[src/rtl/dma_txll_pkg.sv]
// dma_txll_pkg
// Shared definitions for the TX link-layer staging buffer:
//   - NPI entry width and the tag bit positions that carry SOF/EOF
//   - serializer state encoding
//   - debug word field offsets and the helpers that pack/unpack words
// No ports; imported by dma_txll_if, dma_txll_fifo and dma_txll.
package dma_txll_pkg;

    localparam int ENTRY_W     = 72;

    // Only these two tag bits carry meaning; the rest of d3p/d7p are ignored.
    localparam int TAG_SOF_BIT = 71;   // d3p[3], qualifies data0
    localparam int TAG_EOF_BIT = 66;   // d7p[2], qualifies data1

    // Debug word layout
    localparam int DBG_COUNT_LSB  = 0;
    localparam int DBG_STATE_LSB  = 8;
    localparam int DBG_INFRAME    = 10;
    localparam int DBG_OVF        = 11;
    localparam int DBG_FERR       = 12;
    localparam int DBG_FRAMES_LSB = 16;

    typedef enum logic [1:0] {
        S_IDLE = 2'd0,
        S_DW0  = 2'd1,
        S_DW1  = 2'd2
    } state_e;

    typedef struct packed {
        logic        sof;
        logic        eof;
        logic [31:0] data0;
        logic [31:0] data1;
    } entry_t;

    // Extract the fields the serializer cares about from a raw NPI word.
    function automatic entry_t unpack_entry(input logic [ENTRY_W-1:0] word);
        entry_t e;
        e.sof   = word[TAG_SOF_BIT];
        e.eof   = word[TAG_EOF_BIT];
        e.data0 = word[63:32];
        e.data1 = word[31:0];
        return e;
    endfunction

    // Assemble the debug word; unlisted bits read as zero.
    function automatic logic [31:0] pack_dbg(
        input logic [7:0]  count,
        input logic [1:0]  st,
        input logic        in_frame,
        input logic        ovf,
        input logic        ferr,
        input logic [15:0] frames
    );
        logic [31:0] d;
        d = 32'h0000_0000;
        d[DBG_COUNT_LSB +: 8]   = count;
        d[DBG_STATE_LSB +: 2]   = st;
        d[DBG_INFRAME]          = in_frame;
        d[DBG_OVF]              = ovf;
        d[DBG_FERR]             = ferr;
        d[DBG_FRAMES_LSB +: 16] = frames;
        return d;
    endfunction

endpackage

[src/rtl/dma_txll_if.sv]
// dma_txll_if
// Bundles the DMA-facing write/credit signals and the link-layer dword
// handshake of the TX staging buffer.
//   txdma2txll_do/push  : NPI entry write (no backpressure)
//   txll2txdma_rdy      : credit back to the DMA
//   ll_flush            : synchronous abort from the link layer
//   txll_data/sof/eof/valid, ll_ready : dword stream to the link layer
// Modports: slave = the staging buffer, master = DMA + link layer side.
interface dma_txll_if;
    import dma_txll_pkg::*;

    logic [ENTRY_W-1:0] txdma2txll_do;
    logic               txdma2txll_push;
    logic               txll2txdma_rdy;
    logic               ll_flush;
    logic [31:0]        txll_data;
    logic               txll_sof;
    logic               txll_eof;
    logic               txll_valid;
    logic               ll_ready;

    modport slave (
        input  txdma2txll_do,
        input  txdma2txll_push,
        input  ll_flush,
        input  ll_ready,
        output txll2txdma_rdy,
        output txll_data,
        output txll_sof,
        output txll_eof,
        output txll_valid
    );

    modport master (
        output txdma2txll_do,
        output txdma2txll_push,
        output ll_flush,
        output ll_ready,
        input  txll2txdma_rdy,
        input  txll_data,
        input  txll_sof,
        input  txll_eof,
        input  txll_valid
    );

endinterface

[src/rtl/dma_txll_fifo.sv]
// dma_txll_fifo
// Synchronous 72-bit FIFO with occupancy count, sticky overflow and a
// registered free-space credit.
//   sys_clk, sys_rst_n : clock, asynchronous active-low reset
//   flush              : synchronous clear (wins over push/pop)
//   push, wr_data      : write strobe and entry
//   pop                : consume the head entry (ignored when empty)
//   rd_data            : head entry (first-word fall-through)
//   empty, count       : occupancy
//   ovf                : sticky, set when a push is dropped
//   rdy                : free entries >= C_RDY_FREE, from post-update count
module dma_txll_fifo
    import dma_txll_pkg::*;
#(
    parameter int C_FIFO_DEPTH = 64,
    parameter int C_RDY_FREE   = 32
) (
    input  logic                          sys_clk,
    input  logic                          sys_rst_n,
    input  logic                          flush,
    input  logic                          push,
    input  logic [ENTRY_W-1:0]            wr_data,
    input  logic                          pop,
    output logic [ENTRY_W-1:0]            rd_data,
    output logic                          empty,
    output logic [$clog2(C_FIFO_DEPTH):0] count,
    output logic                          ovf,
    output logic                          rdy
);

    localparam int AW = $clog2(C_FIFO_DEPTH);
    localparam int CW = AW + 1;
    localparam logic [AW-1:0] PTR_ONE = {{(AW-1){1'b0}}, 1'b1};
    localparam logic [CW-1:0] CNT_ONE = {{(CW-1){1'b0}}, 1'b1};
    localparam logic [CW-1:0] DEPTH_C = CW'(C_FIFO_DEPTH);
    localparam logic [CW-1:0] RDY_C   = CW'(C_RDY_FREE);

    logic [ENTRY_W-1:0] mem_r [C_FIFO_DEPTH];
    logic [AW-1:0]      wr_ptr_r, wr_ptr_nx;
    logic [AW-1:0]      rd_ptr_r, rd_ptr_nx;
    logic [CW-1:0]      count_r, count_nx;
    logic               ovf_r, ovf_nx;
    logic               rdy_r, rdy_nx;
    logic               full_s, empty_s, pop_s, accept_s;

    assign full_s  = (count_r == DEPTH_C);
    assign empty_s = (count_r == {CW{1'b0}});
    assign pop_s   = pop & ~empty_s & ~flush;
    // A full FIFO still takes a push when the head leaves in the same cycle.
    assign accept_s = push & ~flush & (~full_s | pop_s);

    // Pointer, count, overflow and credit next-state
    always_comb begin
        wr_ptr_nx = wr_ptr_r;
        rd_ptr_nx = rd_ptr_r;
        count_nx  = count_r;
        ovf_nx    = ovf_r;
        if (flush) begin
            wr_ptr_nx = {AW{1'b0}};
            rd_ptr_nx = {AW{1'b0}};
            count_nx  = {CW{1'b0}};
            ovf_nx    = 1'b0;
        end else begin
            if (accept_s) begin
                wr_ptr_nx = wr_ptr_r + PTR_ONE;
            end else begin
                wr_ptr_nx = wr_ptr_r;
            end
            if (pop_s) begin
                rd_ptr_nx = rd_ptr_r + PTR_ONE;
            end else begin
                rd_ptr_nx = rd_ptr_r;
            end
            case ({accept_s, pop_s})
                2'b10:   count_nx = count_r + CNT_ONE;
                2'b01:   count_nx = count_r - CNT_ONE;
                default: count_nx = count_r;
            endcase
            if (push & ~accept_s) begin
                ovf_nx = 1'b1;
            end else begin
                ovf_nx = ovf_r;
            end
        end
        rdy_nx = ((DEPTH_C - count_nx) >= RDY_C);
    end

    // Control state registers
    always_ff @(posedge sys_clk or negedge sys_rst_n) begin
        if (!sys_rst_n) begin
            wr_ptr_r <= {AW{1'b0}};
            rd_ptr_r <= {AW{1'b0}};
            count_r  <= {CW{1'b0}};
            ovf_r    <= 1'b0;
            rdy_r    <= 1'b1;
        end else begin
            wr_ptr_r <= wr_ptr_nx;
            rd_ptr_r <= rd_ptr_nx;
            count_r  <= count_nx;
            ovf_r    <= ovf_nx;
            rdy_r    <= rdy_nx;
        end
    end

    // Entry storage; contents need no reset since count gates every read
    always_ff @(posedge sys_clk) begin
        if (accept_s) begin
            mem_r[wr_ptr_r] <= wr_data;
        end
    end

    assign rd_data = mem_r[rd_ptr_r];
    assign empty   = empty_s;
    assign count   = count_r;
    assign ovf     = ovf_r;
    assign rdy     = rdy_r;

endmodule

[src/rtl/dma_txll.sv]
// dma_txll
// TX link-layer staging buffer. Buffers tagged 72-bit NPI entries from the
// TX DMA and serializes each into two 32-bit dwords (data0 then data1) with
// SOF/EOF framing, checking frame structure on the way out.
//   sys_clk, sys_rst_n : clock, asynchronous active-low reset
//   bus (slave)        : NPI write + credit, link-layer dword handshake, flush
//   txll_ovf           : sticky, an entry was dropped on a full FIFO
//   txll_ferr          : sticky framing error (nested SOF or dword outside frame)
//   txll2dbg           : [7:0] count, [9:8] state, [10] in_frame, [11] ovf,
//                        [12] ferr, [31:16] frames sent
module dma_txll
    import dma_txll_pkg::*;
#(
    parameter int C_FIFO_DEPTH = 64,
    parameter int C_RDY_FREE   = 32
) (
    input  logic        sys_clk,
    input  logic        sys_rst_n,
    dma_txll_if.slave   bus,
    output logic        txll_ovf,
    output logic        txll_ferr,
    output logic [31:0] txll2dbg
);

    localparam int CW = $clog2(C_FIFO_DEPTH) + 1;

    logic [ENTRY_W-1:0] fifo_rd_s;
    logic               fifo_empty_s;
    logic [CW-1:0]      fifo_count_s;
    logic               fifo_ovf_s;
    logic               fifo_rdy_s;
    logic               pop_s;
    logic               xfer_s;
    entry_t             entry_s;

    state_e      state_r, state_nx;
    logic [31:0] data_r, data_nx;
    logic        sof_r, sof_nx;
    logic        eof_r, eof_nx;
    logic        valid_r, valid_nx;
    logic [31:0] hold_data1_r, hold_data1_nx;
    logic        hold_eof_r, hold_eof_nx;
    logic        in_frame_r, in_frame_nx;
    logic        ferr_r, ferr_nx;
    logic [15:0] frames_r, frames_nx;

    dma_txll_fifo #(
        .C_FIFO_DEPTH (C_FIFO_DEPTH),
        .C_RDY_FREE   (C_RDY_FREE)
    ) u_fifo (
        .sys_clk   (sys_clk),
        .sys_rst_n (sys_rst_n),
        .flush     (bus.ll_flush),
        .push      (bus.txdma2txll_push),
        .wr_data   (bus.txdma2txll_do),
        .pop       (pop_s),
        .rd_data   (fifo_rd_s),
        .empty     (fifo_empty_s),
        .count     (fifo_count_s),
        .ovf       (fifo_ovf_s),
        .rdy       (fifo_rdy_s)
    );

    assign entry_s = unpack_entry(fifo_rd_s);
    assign xfer_s  = valid_r & bus.ll_ready;

    // Serializer next-state/next-output decode. data0 is presented straight
    // from the FIFO head on pop; data1 and its EOF tag wait in the holding
    // register so the head can advance immediately.
    always_comb begin
        state_nx      = state_r;
        data_nx       = data_r;
        sof_nx        = sof_r;
        eof_nx        = eof_r;
        valid_nx      = valid_r;
        hold_data1_nx = hold_data1_r;
        hold_eof_nx   = hold_eof_r;
        pop_s         = 1'b0;
        if (bus.ll_flush) begin
            state_nx = S_IDLE;
            valid_nx = 1'b0;
            sof_nx   = 1'b0;
            eof_nx   = 1'b0;
        end else begin
            case (state_r)
                S_IDLE: begin
                    if (!fifo_empty_s) begin
                        pop_s         = 1'b1;
                        state_nx      = S_DW0;
                        data_nx       = entry_s.data0;
                        sof_nx        = entry_s.sof;
                        eof_nx        = 1'b0;
                        valid_nx      = 1'b1;
                        hold_data1_nx = entry_s.data1;
                        hold_eof_nx   = entry_s.eof;
                    end else begin
                        state_nx = S_IDLE;
                        valid_nx = 1'b0;
                    end
                end
                S_DW0: begin
                    if (xfer_s) begin
                        state_nx = S_DW1;
                        data_nx  = hold_data1_r;
                        sof_nx   = 1'b0;
                        eof_nx   = hold_eof_r;
                    end else begin
                        state_nx = S_DW0;
                    end
                end
                S_DW1: begin
                    if (xfer_s) begin
                        if (!fifo_empty_s) begin
                            // Back-to-back entries: no idle bubble.
                            pop_s         = 1'b1;
                            state_nx      = S_DW0;
                            data_nx       = entry_s.data0;
                            sof_nx        = entry_s.sof;
                            eof_nx        = 1'b0;
                            valid_nx      = 1'b1;
                            hold_data1_nx = entry_s.data1;
                            hold_eof_nx   = entry_s.eof;
                        end else begin
                            state_nx = S_IDLE;
                            valid_nx = 1'b0;
                            sof_nx   = 1'b0;
                            eof_nx   = 1'b0;
                        end
                    end else begin
                        state_nx = S_DW1;
                    end
                end
                default: begin
                    state_nx = S_IDLE;
                    valid_nx = 1'b0;
                    sof_nx   = 1'b0;
                    eof_nx   = 1'b0;
                end
            endcase
        end
    end

    // Frame tracking on each transferred dword. A nested SOF or a dword
    // outside a frame is flagged but the dword is still sent.
    always_comb begin
        in_frame_nx = in_frame_r;
        ferr_nx     = ferr_r;
        frames_nx   = frames_r;
        if (bus.ll_flush) begin
            in_frame_nx = 1'b0;
            ferr_nx     = 1'b0;
        end else if (xfer_s) begin
            if (sof_r) begin
                if (in_frame_r) begin
                    ferr_nx = 1'b1;
                end else begin
                    ferr_nx = ferr_r;
                end
                in_frame_nx = 1'b1;
            end else begin
                if (!in_frame_r) begin
                    ferr_nx = 1'b1;
                end else begin
                    ferr_nx = ferr_r;
                end
                if (eof_r) begin
                    in_frame_nx = 1'b0;
                    frames_nx   = frames_r + 16'd1;
                end else begin
                    in_frame_nx = in_frame_r;
                end
            end
        end else begin
            in_frame_nx = in_frame_r;
        end
    end

    // Serializer, output and framing registers
    always_ff @(posedge sys_clk or negedge sys_rst_n) begin
        if (!sys_rst_n) begin
            state_r      <= S_IDLE;
            data_r       <= 32'h0000_0000;
            sof_r        <= 1'b0;
            eof_r        <= 1'b0;
            valid_r      <= 1'b0;
            hold_data1_r <= 32'h0000_0000;
            hold_eof_r   <= 1'b0;
            in_frame_r   <= 1'b0;
            ferr_r       <= 1'b0;
            frames_r     <= 16'h0000;
        end else begin
            state_r      <= state_nx;
            data_r       <= data_nx;
            sof_r        <= sof_nx;
            eof_r        <= eof_nx;
            valid_r      <= valid_nx;
            hold_data1_r <= hold_data1_nx;
            hold_eof_r   <= hold_eof_nx;
            in_frame_r   <= in_frame_nx;
            ferr_r       <= ferr_nx;
            frames_r     <= frames_nx;
        end
    end

    assign bus.txll_data      = data_r;
    assign bus.txll_sof       = sof_r;
    assign bus.txll_eof       = eof_r;
    assign bus.txll_valid     = valid_r;
    assign bus.txll2txdma_rdy = fifo_rdy_s;
    assign txll_ovf           = fifo_ovf_s;
    assign txll_ferr          = ferr_r;
    assign txll2dbg           = pack_dbg(8'(fifo_count_s), state_r, in_frame_r,
                                         fifo_ovf_s, ferr_r, frames_r);

endmodule
[src/flat_wrapper.sv]
// flat-port wrapper written by rule: the top's interface ports become plain ports
module dma_txll_flat import dma_txll_pkg::*;
#(
    parameter int C_FIFO_DEPTH = 64,
    parameter int C_RDY_FREE   = 32
)
  (sys_clk, sys_rst_n, txll_ovf, txll_ferr, txll2dbg, bus_txdma2txll_do, bus_txdma2txll_push, bus_ll_flush, bus_ll_ready, bus_txll2txdma_rdy, bus_txll_data, bus_txll_sof, bus_txll_eof, bus_txll_valid);
  dma_txll_if bus_i ();
  input  logic sys_clk;
  input  logic sys_rst_n;
  output logic txll_ovf;
  output logic txll_ferr;
  output logic [31:0] txll2dbg;
  input wire logic [$bits(bus_i.txdma2txll_do)-1:0] bus_txdma2txll_do;
  input wire logic [$bits(bus_i.txdma2txll_push)-1:0] bus_txdma2txll_push;
  input wire logic [$bits(bus_i.ll_flush)-1:0] bus_ll_flush;
  input wire logic [$bits(bus_i.ll_ready)-1:0] bus_ll_ready;
  output wire logic [$bits(bus_i.txll2txdma_rdy)-1:0] bus_txll2txdma_rdy;
  output wire logic [$bits(bus_i.txll_data)-1:0] bus_txll_data;
  output wire logic [$bits(bus_i.txll_sof)-1:0] bus_txll_sof;
  output wire logic [$bits(bus_i.txll_eof)-1:0] bus_txll_eof;
  output wire logic [$bits(bus_i.txll_valid)-1:0] bus_txll_valid;
  assign bus_i.txdma2txll_do = bus_txdma2txll_do;
  assign bus_i.txdma2txll_push = bus_txdma2txll_push;
  assign bus_i.ll_flush = bus_ll_flush;
  assign bus_i.ll_ready = bus_ll_ready;
  assign bus_txll2txdma_rdy = bus_i.txll2txdma_rdy;
  assign bus_txll_data = bus_i.txll_data;
  assign bus_txll_sof = bus_i.txll_sof;
  assign bus_txll_eof = bus_i.txll_eof;
  assign bus_txll_valid = bus_i.txll_valid;
  dma_txll #(.C_FIFO_DEPTH(C_FIFO_DEPTH), .C_RDY_FREE(C_RDY_FREE)) u_core (.sys_clk(sys_clk), .sys_rst_n(sys_rst_n), .bus(bus_i), .txll_ovf(txll_ovf), .txll_ferr(txll_ferr), .txll2dbg(txll2dbg));
endmodule
[config.mk]
export PLATFORM = sky130hd
export DESIGN_NAME = dma_txll_flat
export DESIGN_NICKNAME = d
export VERILOG_FILES = /design/src/rtl/dma_txll_pkg.sv /design/src/rtl/dma_txll_if.sv /design/src/rtl/dma_txll_fifo.sv /design/src/rtl/dma_txll.sv /design/src/flat_wrapper.sv
export SDC_FILE = /design/constraint.sdc
export NUM_CORES = 2
export LEC_CHECK = 0
export CORE_UTILIZATION = 40
export DETAILED_ROUTE_END_ITERATION = 10
export MAX_ROUTING_LAYER = met4
export PLACE_DENSITY_LB_ADDON = 0.05
export SLEW_MARGIN = 20
export SYNTH_ARGS = -nofsm -noshare
export SYNTH_HDL_FRONTEND = slang
export SYNTH_MEMORY_MAX_BITS = 65536
export SYNTH_SLANG_ARGS = --single-unit
export TNS_END_PERCENT = 10
[constraint.sdc]
create_clock -name sys_clk -period 4.8 [get_ports sys_clk]
set_clock_uncertainty 0.2 [all_clocks]
set_input_delay 0.48 -clock sys_clk [delete_from_list [all_inputs] [get_ports sys_clk]]
set_output_delay 0.48 -clock sys_clk [all_outputs]
set_load 0.01 [all_outputs]
# == Word-level counts from Yosys, hierarchy flattened ==
# Memories as Yosys holds them, arrays and structs flattened.
# Cells that the tools add are included.
# op_classes
mux,51
multipliers,0
order_cmp,1
eq_ne,13
addsub,6
shift,0
n_reduce_logical,16
n_div,0
n_bitwise,12
# op_table
operator,n
$mux W32,5
$pmux W32 S3,1
$pmux W32 S2,1
$mux W1,29
$mux W6,4
$add A16 B1 Y16 const B,1
$pmux W7 S2,1
$add A6 B1 Y6 const B,2
$reduce_bool A2 Y1,5
$ne A3 B2 Y1 const B,3
$pmux W1 S3,3
$reduce_and A3 Y1,3
$reduce_and A4 Y1,2
$add A7 B1 Y7 const B,1
$eq A7 B7 Y1 const B,1
$ge A7 B6 Y1 const B,1
$logic_not A7 Y1,1
$mux W7,1
$sub A7 B1 Y7 const B,1
$sub A7 B7 Y7 const A,1
$and A1 B1 Y1,6
$mux W2,3
$ne A3 B3 Y1 const B,2
$pmux W2 S3,1
10 further kinds,20
# totals
latch_bits,0
ff_bits,109
mem_bits_ro,0
wordCells,115
out_inout_bits,70
memories,1
in_bits,77
mem_bits_rw,4608
# mem_list
name,depth,width,read_ports,rd_clocked_by_memory_dff,wr,line,source
u_core.u_fifo.mem_r,64,72,1,0,1,dma_txll_fifo.sv:38,logic [ENTRY_W-1:0] mem_r [C_FIFO_DEPTH];

# == Depth between registers and ports, before layout ==
# depth
depth_word,14
depth_mapped,16
ltp_nobuf,12

# == Cells and area by module ==
# A second synthesis with hierarchy kept.
# hier_totals
cells_unflattened,6995
area_unflattened_um2,179576.0
# modules_own_cells
module,instances,seq_area_each_um2,cells_each,area_per_inst_um2
dma_txll_fifo,1,138899.5,6710,175603.4
dma_txll,1,2202.1,285,3972.6

# == Worst setup path before layout ==
# Ideal clock, no wire load.
# synth_timing
kind,reg-to-reg
start,register u_core.state_r[1]
end,"memory u_core.u_fifo.mem_r[62][0], enable pin"
synth_period_minus_slack_ps,5250
stages_incl_launch_ff,9
required_time_ps,4109
path_slack_ps,-450
path_buffers,1
arrival_time_ps,4559
setup_ps,491
cell_sequence,dfrtp_1 -> a21boi_1 -> nor2_1 -> nor2_1 -> nor2b_1 -> clkbuf_1 -> nor2b_1 -> nand3_1 -> nor2_1
# synth_via
elab_chain_cells,9
elab_cells_between_ends,10
cone_classes,eq/ne (1); mux (4); bitwise (4); reduce/logical (1)
# synth_lines
element,line,source
from (decl),dma_txll.sv:36,"state_e state_r, state_nx;"
from (signal assigned),dma_txll.sv:192,state_r <= state_nx;
$eq A2 B2 Y1 or $logic_not A2 Y1 (tied branches),dma_txll.sv:85,case (state_r)
$pmux W1 S2 *,dma_txll.sv:85,
$mux W1 *,dma_txll.sv:79,if (bus.ll_flush) begin
$and A1 B1 Y1 * (2 in series),dma_txll_fifo.sv:48,assign pop_s = pop & ~empty_s & ~flush;
$or A1 B1 Y1 *,dma_txll_fifo.sv:50,assign accept_s = push & ~flush & (~full_s | pop_s);
$and A1 B1 Y1 *,dma_txll_fifo.sv:50,
$mux W1 *,dma_txll_fifo.sv:107,if (accept_s) begin
$mux W1 (not written as such) *,dma_txll_fifo.sv:108,mem_r[wr_ptr_r] <= wr_data;
to (decl),dma_txll_fifo.sv:38,
# Mark *: on every way between the ends. The rest lies on a longest branch, timed or not.

# == Worst setup path in the final report ==
# layout_timing
start,input bus_ll_ready
end,"memory u_core.u_fifo.mem_r[0][0], enable pin"
# layout_via
elab_chain_cells,10
# layout_lines
element,line,source
from (decl),flat_wrapper.sv:17,input wire logic [$bits(bus_i.ll_ready)-1:0] bus_ll_ready;
$and A1 B1 Y1,dma_txll.sv:65,assign xfer_s = valid_r & bus.ll_ready;
$mux W1,dma_txll.sv:112,if (xfer_s) begin
$pmux W1 S2,dma_txll.sv:85,
$mux W1,dma_txll.sv:79,
$and A1 B1 Y1 (2 in series),dma_txll_fifo.sv:48,
$or A1 B1 Y1,dma_txll_fifo.sv:50,
$and A1 B1 Y1,dma_txll_fifo.sv:50,
$mux W1,dma_txll_fifo.sv:107,
$mux W1 (not written as such),dma_txll_fifo.sv:108,
# Every way passes these cells.

==> flow_summary_export.csv <==
group,metric,value,unit
flow_run,max_cap_viol_count,0,
floorplan,rows,235,
global_routing,grt_pass1_wl,687000,um
route,via_count,79478,
timing,tns,0,ns
timing,fmax,236,MHz
setup_path,critical_path_class,"in -> reg",
cts,clk_pin_slew_worst_paths,0.05,ns
cts,cts_tree,"yes",
synthesis,yosysWarnings,0,
synthesis,synth_area,165000,um2
placed_design,portBuffers,136,
worst_hold_path,hold_depth,1,
timing,hold_viol,0,
power_and_ir_drop,intPower,69.7,mW
setup_path,path_max_fanout,10,
synthesis,yosys.cell_types.count,58,
power_and_ir_drop,combPwrFrac,18.2,%
placed_design,dp.final_hpwl,280000,um
synthesis,ys.flop_type,"edfxtp_1",
cts,cts_resized,0,
final_layout,area_growth,16.5,%
final_layout,final_cell_mix,"edfxtp_1 (4224), mux4_2 (1204), clkbuf_16 (467)",
global_routing,grt_antenna_before_repair,36,
timing,min_period,4.24,ns
setup_path,cp-start-kind,"input port",
placed_design,gp_congestion,0.797,
setup_path,rrSetupSlack,0.58,ns
floorplan,die_w,645,um
power_and_ir_drop,clock_power_share,36.4,%
final_layout,final_common_cell,"edfxtp_1",
worst_hold_path,worstHoldPathType,"in -> reg",
power_and_ir_drop,sw_frac_of_total,26.0,%
floorplan,core_area,410000,um2
worst_hold_path,worstHoldStart,"bus_txdma2txll_do[43]",
timing,rsz0062_at_grt,"false",
final_layout,final_core_utilization,46.9,%
timing,worst_slew_pin_slew,1.15,ns
cts,cts_setup_buffers,0,
status,outcome,"finished, final reports clean",
route,post_drt_wl_per_cell,37.2,um
global_routing,track_usage,24.8,%
setup_path,worstReg2RegStart,"u_core.state_r[1]",
route,firstDrtPassIters,5,
global_routing,grt_max_degree,84,
route,drtAntennaViolNets,0,
final_layout,final_nets,7773,
floorplan,pin_count,147,
synthesis,ys_ff_latch,4333,
power_and_ir_drop,powerDensity,490,nW/um2
global_routing,grt.overflow.total,0,
setup_path,rr_worst_depth,10,
worst_hold_path,worstHoldEndpoint,"u_core.u_fifo.mem_r[27][43]",
route,drt_iter0_drc,8755,
synthesis,async_reset_ff_share,2.52,%
power_and_ir_drop,p_seq_share,45.4,%
floorplan,initial_core_util,40.2,%
cts,cts_max_level,5,
setup_path,regToRegEndpoint,"u_core.u_fifo.mem_r[0][0]",
floorplan,die_y,645,um
cts,cts_inserted_buffers,464,
setup_path,cp_data_arrival_time,4.72,ns
power_and_ir_drop,cellLeakagePower,59.5,nW
synthesis,syn_avg_cell_area,23.7,um2
power_and_ir_drop,switchingPower,24.5,mW
floorplan,die_area,416000,um2
synthesis,syn-instance-count,6977,
final_layout,post_route_cells_drive_above_1_share,30.1,%
setup_path,endpoint_kind,"flop",
cts,clock-sinks,4333,
cts,clock_latency,1.03,ns
route,drcViolationCount,0,
timing,relSlewSlack,23.2,%
setup_path,crit_required,5.28,ns
global_routing,grt_pass1_vias,81555,
timing,period_share,88.4,%
route,routed_via_density,5.87,
timing,whs,0.0546,ns
synthesis,synth_edf_count,4224,
cts,root_buffer,"clkbuf_16",
route,wl,503000,um
cts,cts_buffer_depth,4,
power_and_ir_drop,max-vdd-ir-drop,0.000362,V
timing,setup_violations,0,
synthesis,ys_seq_area_share,78.4,%
timing,slew_violations,0,
synthesized netlist by cell type (7+ instances only):
library cell  count  share of area [%]
nor2b_1           7              0.027
nand3_1          46               0.14
ha_1              8              0.061
nand2_1         166               0.38
a211o_1           7              0.037
a21oi_1          85               0.26
xnor2_1          19               0.10
nor3_1           17              0.052
xor2_1           10              0.053
clkbuf_1        141               0.32
a311oi_1          7              0.037
o21ai_1          17              0.052
o22ai_1          41               0.16
a22oi_1          95               0.43
and3_1           22              0.083
buf_6            21               0.14
o221ai_1         16              0.085
buf_1            52               0.12
o211ai_1         13              0.059
a211oi_1         19              0.086
mux2_2           18               0.12
o21ai_0          65               0.20
mux2i_1         115               0.70
buf_4            50               0.23
mux4_2         1204                 16
nor2_1          145               0.33
buf_2           120               0.36
nand4_1          18              0.068
a221oi_1         36               0.19
edfxtp_1       4224                 77
dfrtp_1         108                1.6
cell families (layout without fill, tap and decap cells):
family                     after synthesis  count (layout)  synth area share [%]
DFF                                   4333            4333                  78.4
muxes                                 1337            1337                  17.2
adders and majority gates                9               9                0.0727
xor gates and xnor gates                29              29                 0.154
other                                    1              17               0.00227
and+or+nand+nor                        452             452                  1.21
AOI/OAI and AO/OA                      425             425                  1.71
buffers and inverters                  391            1486                  1.19
power by group through the flow:
stage / clock [mW] / combinational [mW] / sequential, mW
4_1_cts: 35.0 / 17.5 / 42.8
5_1_grt: 36.4 / 18.2 / 42.8
3_3_place_gp: 0 / 17.4 / 43.6
3_5_place_dp: 0 / 17.4 / 43.6
6_report: 34.3 / 17.2 / 42.8
2_1_floorplan: 0 / 11.2 / 43.0
worst max path at each step:
stage / startpoint / to / slack, ns
3_5_place_dp: bus_ll_ready / u_core.u_fifo.mem_r[32][61] / 0.21
6_report: bus_ll_ready / u_core.u_fifo.mem_r[0][0] / 0.56
2_1_floorplan: u_core.state_r[1] / u_core.u_fifo.mem_r[62][0] / -0.45
4_1_cts: u_core.state_r[1] / u_core.u_fifo.mem_r[32][19] / 0.65
5_1_grt: u_core.state_r[1] / u_core.u_fifo.mem_r[8][2] / 0.51
3_3_place_gp: bus_ll_ready / u_core.u_fifo.mem_r[32][1] / 0.18
stage by stage:
stage / setup WS (ns) / power (mW) / instance area (um2) / instances
final: 0.557 / 94.3 / 193000 / 13539
after global routing: 0.509 / 97.4 / 192000 / 13530
after CTS: 0.648 / 95.3 / 192000 / 13497
after detailed placement: 0.211 / 61.0 / 177000 / 12604
after global placement: 0.175 / 60.9 / 177000 / 12603
after floorplan: -0.450 / 54.2 / 165000 / 6980
sequential cells by signal, indices dropped and copies added, names as in the netlist, 2 cells and up:
signal,cells
u_core.bus.txll_data,32
u_core.frames_r,16
u_core.hold_data1_r,32
u_core.state_r,2
u_core.u_fifo.count,7
u_core.u_fifo.mem_r,4224
u_core.u_fifo.rd_ptr_r,6
u_core.u_fifo.wr_ptr_r,6
area by class of cell:
type                       count  area [um2]
inverter                       7        36.3
timing repair buffer         625        7300
sequential                  4333      130000
multi-input combinational   2256       34300
fill                       33927      218000
clock buffer                 638       12600
clock inverter               216        1840
tap                         5451        6820
antenna                       13        32.5
worst max-delay path, stage by stage:
cell and delay [ns]:
dlygate4sd3_1 0.54, clkdlybuf4s50_1 0.54, a21boi_1 0.10, buf_4 0.16, nor2_1 0.13, nor2_1 0.08
nor2b_1 0.68, buf_4 0.31, nor2b_1 0.26, nand2_1 0.42, nor2_4 0.63, buf_4 0.35
layer usage:
layer | track usage, % | share of wire (%) | vias to the layer above
met5 | - | 0 | -
met4 | 5.31 | 2.4 | 0
met3 | 3.31 | 5.7 | 674
met2 | 39.1 | 48 | 2698
met1 | 34.9 | 44 | 44562
li1 | - | - | 31544
what timing repair did:
item | 4_1_cts | 5_1_grt
endpoints found under the hold margin | 1793 | 1792
hold buffers | 39 | 28
endpoints found under the setup margin | 0 | 0
(Power assumes the default switching activity.)
